$ cat src/rtl/bsg_concentrate_pkg.sv
// Shared types and elaboration-time helpers for the static concentrator and its
// parallel-in/serial-out wrapper.
package bsg_concentrate_pkg;

  // Widest lane mask the helpers below understand; els_p may not exceed this.
  localparam int pattern_max_els_gp = 256;

  typedef enum logic {eIdle, eSend} state_e;

  function automatic int safe_clog2(input int n);
    return (n <= 1) ? 1 : $clog2(n);
  endfunction

  function automatic int popcount(input logic [pattern_max_els_gp-1:0] pattern);
    int count = 0;
    for (int i = 0; i < pattern_max_els_gp; i++)
      count += int'(pattern[i]);
    return count;
  endfunction

  // Lane number of the n-th set bit (n counts from 0, ascending lane order).
  function automatic int nth_set_idx(input logic [pattern_max_els_gp-1:0] pattern,
                                     input int n);
    int seen = 0;
    int lane = 0;
    for (int i = 0; i < pattern_max_els_gp; i++) begin
      if (pattern[i] && (seen == n))
        lane = i;
      if (pattern[i])
        seen += 1;
    end
    return lane;
  endfunction

endpackage

$ cat src/rtl/bsg_concentrate_static_piso_if.sv
// Ready/valid word input and valid/yumi element output of the concentrating PISO.
interface bsg_concentrate_static_piso_if
  import bsg_concentrate_pkg::*;
#(
  parameter int width_p = 1,
  parameter int els_p   = 32
);
  localparam int lg_els_lp = safe_clog2(els_p);

  logic                       v_i;
  logic [els_p*width_p-1:0]   data_i;
  logic                       ready_o;
  logic                       v_o;
  logic [width_p-1:0]         data_o;
  logic [lg_els_lp-1:0]       idx_o;
  logic                       last_o;
  logic                       yumi_i;

  modport master (
    output v_i, data_i, yumi_i,
    input  ready_o, v_o, data_o, idx_o, last_o
  );

  modport slave (
    input  v_i, data_i, yumi_i,
    output ready_o, v_o, data_o, idx_o, last_o
  );

endinterface

$ cat src/rtl/bsg_concentrate_static.sv
// Purely combinational packing of the lanes selected by a compile-time mask into
// a dense word, lowest kept lane first.
module bsg_concentrate_static
  import bsg_concentrate_pkg::*;
#(
  parameter int                            width_p       = 1,
  parameter int                            els_p         = 32,
  parameter logic [pattern_max_els_gp-1:0] pattern_els_p = pattern_max_els_gp'(32'hEDBF),
  parameter int                            sel_els_p     = popcount(pattern_els_p)
)
(
  input  logic [els_p*width_p-1:0]     data_i,
  output logic [sel_els_p*width_p-1:0] data_o
);

  for (genvar j = 0; j < sel_els_p; j++) begin : g_lane
    localparam int lane_lp = nth_set_idx(pattern_els_p, j);
    assign data_o[j*width_p +: width_p] = data_i[lane_lp*width_p +: width_p];
  end

  // Dropped lanes are intentionally left unconnected.
  logic unused_lanes;
  assign unused_lanes = ^data_i;

endmodule

$ cat src/rtl/bsg_concentrate_static_piso.sv
// Captures one concentrated word, then emits its kept elements one per yumi with
// original lane index and a last flag.
module bsg_concentrate_static_piso
  import bsg_concentrate_pkg::*;
#(
  parameter int                            width_p       = 1,
  parameter int                            els_p         = 32,
  parameter logic [pattern_max_els_gp-1:0] pattern_els_p = pattern_max_els_gp'(32'hEDBF)
)
(
  input  logic                         clk_i,
  input  logic                         reset_i,
  bsg_concentrate_static_piso_if.slave link
);

  localparam int sel_els_lp   = popcount(pattern_els_p);
  localparam int lg_els_lp    = safe_clog2(els_p);
  localparam int cnt_width_lp = safe_clog2(sel_els_lp);

  if ((pattern_els_p == '0) || (els_p > pattern_max_els_gp)
      || ((pattern_els_p >> els_p) != '0)) begin : g_bad_pattern
    $error("bsg_concentrate_static_piso: pattern_els_p must be nonzero and fit in els_p");
  end

  state_e                        state_r, state_n;
  logic [cnt_width_lp-1:0]       cnt_r, cnt_n;
  logic [sel_els_lp*width_p-1:0] held_r, held_n, packed_data;
  logic [lg_els_lp-1:0]          idx_tbl [sel_els_lp];
  logic                          ready, valid, last;

  bsg_concentrate_static #(
    .width_p      (width_p),
    .els_p        (els_p),
    .pattern_els_p(pattern_els_p),
    .sel_els_p    (sel_els_lp)
  ) conc (
    .data_i(link.data_i),
    .data_o(packed_data)
  );

  // Lane numbers are fixed by the mask, so the index lookup is a constant table.
  for (genvar j = 0; j < sel_els_lp; j++) begin : g_idx
    assign idx_tbl[j] = lg_els_lp'(nth_set_idx(pattern_els_p, j));
  end

  always_ff @(posedge clk_i) begin
    if (reset_i) begin
      state_r <= eIdle;
      cnt_r   <= '0;
      held_r  <= '0;
    end else begin
      state_r <= state_n;
      cnt_r   <= cnt_n;
      held_r  <= held_n;
    end
  end

  always_comb begin
    state_n = state_r;
    cnt_n   = cnt_r;
    held_n  = held_r;
    ready   = 1'b0;
    valid   = 1'b0;
    last    = 1'b0;
    unique case (state_r)
      eIdle: begin
        ready = 1'b1;
        if (link.v_i) begin
          held_n  = packed_data;
          cnt_n   = '0;
          state_n = eSend;
        end
      end
      eSend: begin
        valid = 1'b1;
        last  = (cnt_r == cnt_width_lp'(sel_els_lp - 1));
        if (link.yumi_i) begin
          if (last) state_n = eIdle;
          else      cnt_n   = cnt_r + 1'b1;
        end
      end
      default: state_n = eIdle;
    endcase
  end

  // Handshake outputs are forced low while reset is held, even before the edge.
  assign link.ready_o = ready & ~reset_i;
  assign link.v_o     = valid & ~reset_i;
  assign link.last_o  = last & ~reset_i;
  assign link.data_o  = held_r[int'(cnt_r)*width_p +: width_p];
  assign link.idx_o   = idx_tbl[cnt_r];

  always_ff @(posedge clk_i) begin
    if (!reset_i)
      yumi_only_when_valid: assert (!(link.yumi_i && (state_r != eSend)));
  end

endmodule

$ cat src/flat_wrapper.sv
// flat-port wrapper written by rule: the top's interface ports become plain ports
module bsg_concentrate_static_piso_flat import bsg_concentrate_pkg::*;
#(
  parameter int                            width_p       = 1,
  parameter int                            els_p         = 32,
  parameter logic [pattern_max_els_gp-1:0] pattern_els_p = pattern_max_els_gp'(32'hEDBF)
)
  (clk_i, reset_i, link_v_i, link_data_i, link_yumi_i, link_ready_o, link_v_o, link_data_o, link_idx_o, link_last_o);
  bsg_concentrate_static_piso_if #(.width_p(width_p), .els_p(els_p)) link_i ();
  input  logic clk_i;
  input  logic reset_i;
  input wire logic [$bits(link_i.v_i)-1:0] link_v_i;
  input wire logic [$bits(link_i.data_i)-1:0] link_data_i;
  input wire logic [$bits(link_i.yumi_i)-1:0] link_yumi_i;
  output wire logic [$bits(link_i.ready_o)-1:0] link_ready_o;
  output wire logic [$bits(link_i.v_o)-1:0] link_v_o;
  output wire logic [$bits(link_i.data_o)-1:0] link_data_o;
  output wire logic [$bits(link_i.idx_o)-1:0] link_idx_o;
  output wire logic [$bits(link_i.last_o)-1:0] link_last_o;
  assign link_i.v_i = link_v_i;
  assign link_i.data_i = link_data_i;
  assign link_i.yumi_i = link_yumi_i;
  assign link_ready_o = link_i.ready_o;
  assign link_v_o = link_i.v_o;
  assign link_data_o = link_i.data_o;
  assign link_idx_o = link_i.idx_o;
  assign link_last_o = link_i.last_o;
  bsg_concentrate_static_piso #(.width_p(width_p), .els_p(els_p), .pattern_els_p(pattern_els_p)) u_core (.clk_i(clk_i), .reset_i(reset_i), .link(link_i));
endmodule
$ cat config.mk
export PLATFORM = sky130hd
export DESIGN_NAME = bsg_concentrate_static_piso_flat
export DESIGN_NICKNAME = d
export VERILOG_FILES = /design/src/rtl/bsg_concentrate_pkg.sv /design/src/rtl/bsg_concentrate_static_piso_if.sv /design/src/rtl/bsg_concentrate_static.sv /design/src/rtl/bsg_concentrate_static_piso.sv /design/src/flat_wrapper.sv
export SDC_FILE = /design/constraint.sdc
export NUM_CORES = 1
export LEC_CHECK = 0
export BUFFER_PORTS_ARGS = -buffer_cell sky130_fd_sc_hd__buf_2
export CORE_ASPECT_RATIO = 0.8
export CORE_MARGIN = 1
export CORE_UTILIZATION = 49
export DETAILED_ROUTE_END_ITERATION = 10
export PLACE_DENSITY = 0.92
export SYNTH_ARGS = -nofsm -noshare
export SYNTH_HDL_FRONTEND = slang
export SYNTH_SLANG_ARGS = --single-unit
export TNS_END_PERCENT = 50
$ cat constraint.sdc
create_clock -name clk_i -period 4.6 [get_ports clk_i]
set_input_delay 0.23 -clock clk_i [delete_from_list [all_inputs] [get_ports clk_i]]
set_output_delay 0.23 -clock clk_i [all_outputs]
set_load 0.03 [all_outputs]
==> reports/results.ini <==
[run_status]
status = completed

[timing]
fin_tns_setup_ps = 0
finClkSkew_ps = 7.69
finalCritPeriodShare_pct = 49.2
tightest_slew_ps = 946
hold_viol = 0
rsz0062_at_grt = false
setup_viol = 0
drv_slew = 0
max_freq_mhz = 442
period_minus_slack_ps = 2260
slew_headroom_pct = 36.8
setup_slack_ps = 2340

[setup_path]
worst-path-max-fanout = 15
path_cells = mux4_2 > a2111oi_2 > nor2_1 > buf_2
crit_path_start_kind = flip-flop
reg2reg_slack_ps = 2910
critPathMaxStageDelay_ps = 710
cp.arrival_ps = 2030
cp_slowest_cell = dfxtp_1
cp.required_ps = 4370
crit_buf_inv = 1
cp-end-kind = output pin
critPathTopFamily = flip-flops
crit_type = flip-flop to output pin

[clock_tree]
cts_resized = 0
clk_latency_ps = 290
cts_root_buf = clkbuf_4
post_cts.repair.setup_buffers = 0
hold_buffers = 0
cts_tree = done
clockBufferDepth = 2
numCtsBuffers = 3
clock_sinks = 18
htreeDepth = 1
cts.clk_slew.worst_paths_ps = 110

[synth]
async_flop_share_pct = 0
synthSimpleGateAreaFrac_pct = 22.0
synth_top_area_cell = dfxtp_1
synth_cell_types = 25
synth_xor_area_share_pct = 0.908
synth_cells = 125
synth_fa_ha_area_share_pct = 7.78
synthMuxAreaShare_pct = 9.73
synth_top_area_share_pct = 37.4
synth.area.top_cells = dfxtp_1, nand2_1, a21oi_1, ha_1, mux2i_1
ys_ff_latch = 18
synth_nets = 167
synth_compound_area_share_pct = 16.6
avgSynthCellArea_um2 = 7.72
synth_warnings = 0
syn_area_um2 = 965
yosysSeqAreaShare_pct = 37.4
synth_top_family_by_area = simple AND/OR/NAND/NOR gates
synthFlopType = dfxtp_1
synth_edf_count = 0

[global_route]
grtUsageTotal_pct = 20.1
grt.overflow.total = 0
grt_pass1_wl_um = 3150
grt_max_degree = 21
grt_antenna_before_repair = 0
grt_pass1_vias = 753

[final_layout]
fin_nets = 188
final_util_pct = 64.0
syn_to_final_growth_pct = 15.4
instances_no_fill = 167
final_area_um2 = 1110
drive_gt1_share_pct = 22.1
antennaDiodeCount = 0

[die]
ios = 45
fp.dieW_um = 51.6
core_um2 = 1740
initial_core_util_pct = 55.4
die-area_um2 = 2150
rows = 13
die_height_um = 41.7

[placed_design]
hpwl_um = 1450
postPlaceCellArea_um2 = 1080
placedCellCount = 163
routabilityCongestion = 0.863
io_buffers = 24
place_ws_ps = 2660

[power]
peakVddDrop_mv = 0.183
leakagePower_nw = 0.476
p_sw_share_pct = 26.2
power.internal_uw = 229
pwr_density_cell_nw_per_um2 = 278
p_seq_share_pct = 54.7
clkPwrFrac_pct = 31.3
p_switching_uw = 81.1
power_frac_comb_pct = 14.0

[job]
cap_violations = 0

[detailed_routing]
drtAntennaViolNets = 0
wirelength_um = 1970
drcViolationCount = 0
wl_per_cell_um = 11.8
drt_pass1_iterations = 4
viasPerCell = 5.25
vias = 877
drtIter0Drc = 11

[hold_path]
min_path_type = input pin to flip-flop

-- sequential cells by signal, indices dropped and copies added (netlist names) --
signal          flops
u_core.state_r      1
u_core.cnt_r        4
u_core.held_r      13
-- kinds of logic after synthesis --
| logic type | count (synthesis) |
|---|---|
| buf+inv | 12 |
| xor+xnor | 1 |
| mux | 8 |
| fa+ha+maj | 6 |
| compound gates | 28 |
| simple gates | 51 |
| other cells | 1 |
| flops | 18 |
-- power by group through the flow --
| stage | sequential, mW | combinational (mW) | clock, mW |
|---|---|---|---|
| finish | 0.169 | 0.0434 | 0.0970 |
| global route | 0.171 | 0.0482 | 0.108 |
| CTS | 0.169 | 0.0437 | 0.101 |
| detailed placement | 0.173 | 0.0436 | 0 |
| global placement | 0.172 | 0.0418 | 0 |
| floorplan | 0.171 | 0.0317 | 0 |
-- synthesized netlist by cell type (2+ instances only) --
library cell / number
nand2_1: 31
dfxtp_1: 18
a21oi_1: 17
nor2_1: 8
clkbuf_1: 6
ha_1: 6
mux2i_1: 6
nand3_1: 5
inv_1: 4
o21ai_0: 4
o22ai_1: 3
nand2b_1: 2
nor2b_1: 2
nor3_1: 2
-- final cells by class --
| type | count | area [um2] |
|---|---|---|
| multi-input cells | 95 | 554 |
| flip-flops and latches | 18 | 360 |
| repair buffers | 24 | 120 |
| fillers | 156 | 627 |
| clock buffers | 4 | 36.3 |
| well taps | 22 | 27.5 |
| inverters | 4 | 15.0 |
-- through the flow --
step	total power [mW]	hold WS, ps
2_1_floorplan	0.203	366
3_3_place_gp	0.214	444
3_5_place_dp	0.217	448
4_1_cts	0.314	154
5_1_grt	0.327	160
6_report	0.310	161
-- layout by cell type, fill, tap and decap left out, drive strengths merged --
| master | instances |
|---|---|
| xnor2 | 1 |
| mux4 | 1 |
| o31ai | 1 |
| nand3 | 5 |
| nor3 | 2 |
| inv | 4 |
| or2 | 1 |
| ha | 6 |
| a211oi | 1 |
| mux2 | 1 |
| a31oi | 1 |
| o22ai | 3 |
| nor2b | 2 |
| a2111oi | 1 |
| dfxtp | 18 |
| a21oi | 17 |
| nor2 | 8 |
| conb | 1 |
| mux2i | 6 |
| nand2b | 2 |
| nand2 | 31 |
| o21ai | 4 |
| clkbuf | 4 |
| buf | 24 |
-- path summary, 6_finish.rpt --
path | start | endpoint | cells after the start
max | u_core.cnt_r[1]$_SDFFE_PP0P_ | link_data_o | 4
min | link_data_i[8] | u_core.held_r[7]$_SDFFE_PP0P_ | 3
max reg2reg | u_core.cnt_r[1]$_SDFFE_PP0P_ | u_core.cnt_r[0]$_SDFFE_PP0P_ | 6
min reg2reg | u_core.held_r[6]$_SDFFE_PP0P_ | u_core.held_r[6]$_SDFFE_PP0P_ | 2
-- worst reg2reg max path, stage by stage, from the launching register on --
cell	delay, ps
dfxtp_1	710
inv_1	100
ha_1	240
nand3_1	150
nand3_1	160
mux2i_1	170
nor2_1	50
-- metal layers --
layer | wire (um) | up-vias | GRT usage [%]
met5 | 0 | - | 0
met4 | 19 | 0 | 12.4
met3 | 79 | 2 | 4.76
met2 | 980 | 28 | 30.6
met1 | 887 | 389 | 25.2
li1 | - | 458 | -
(Power assumes the default switching activity.)
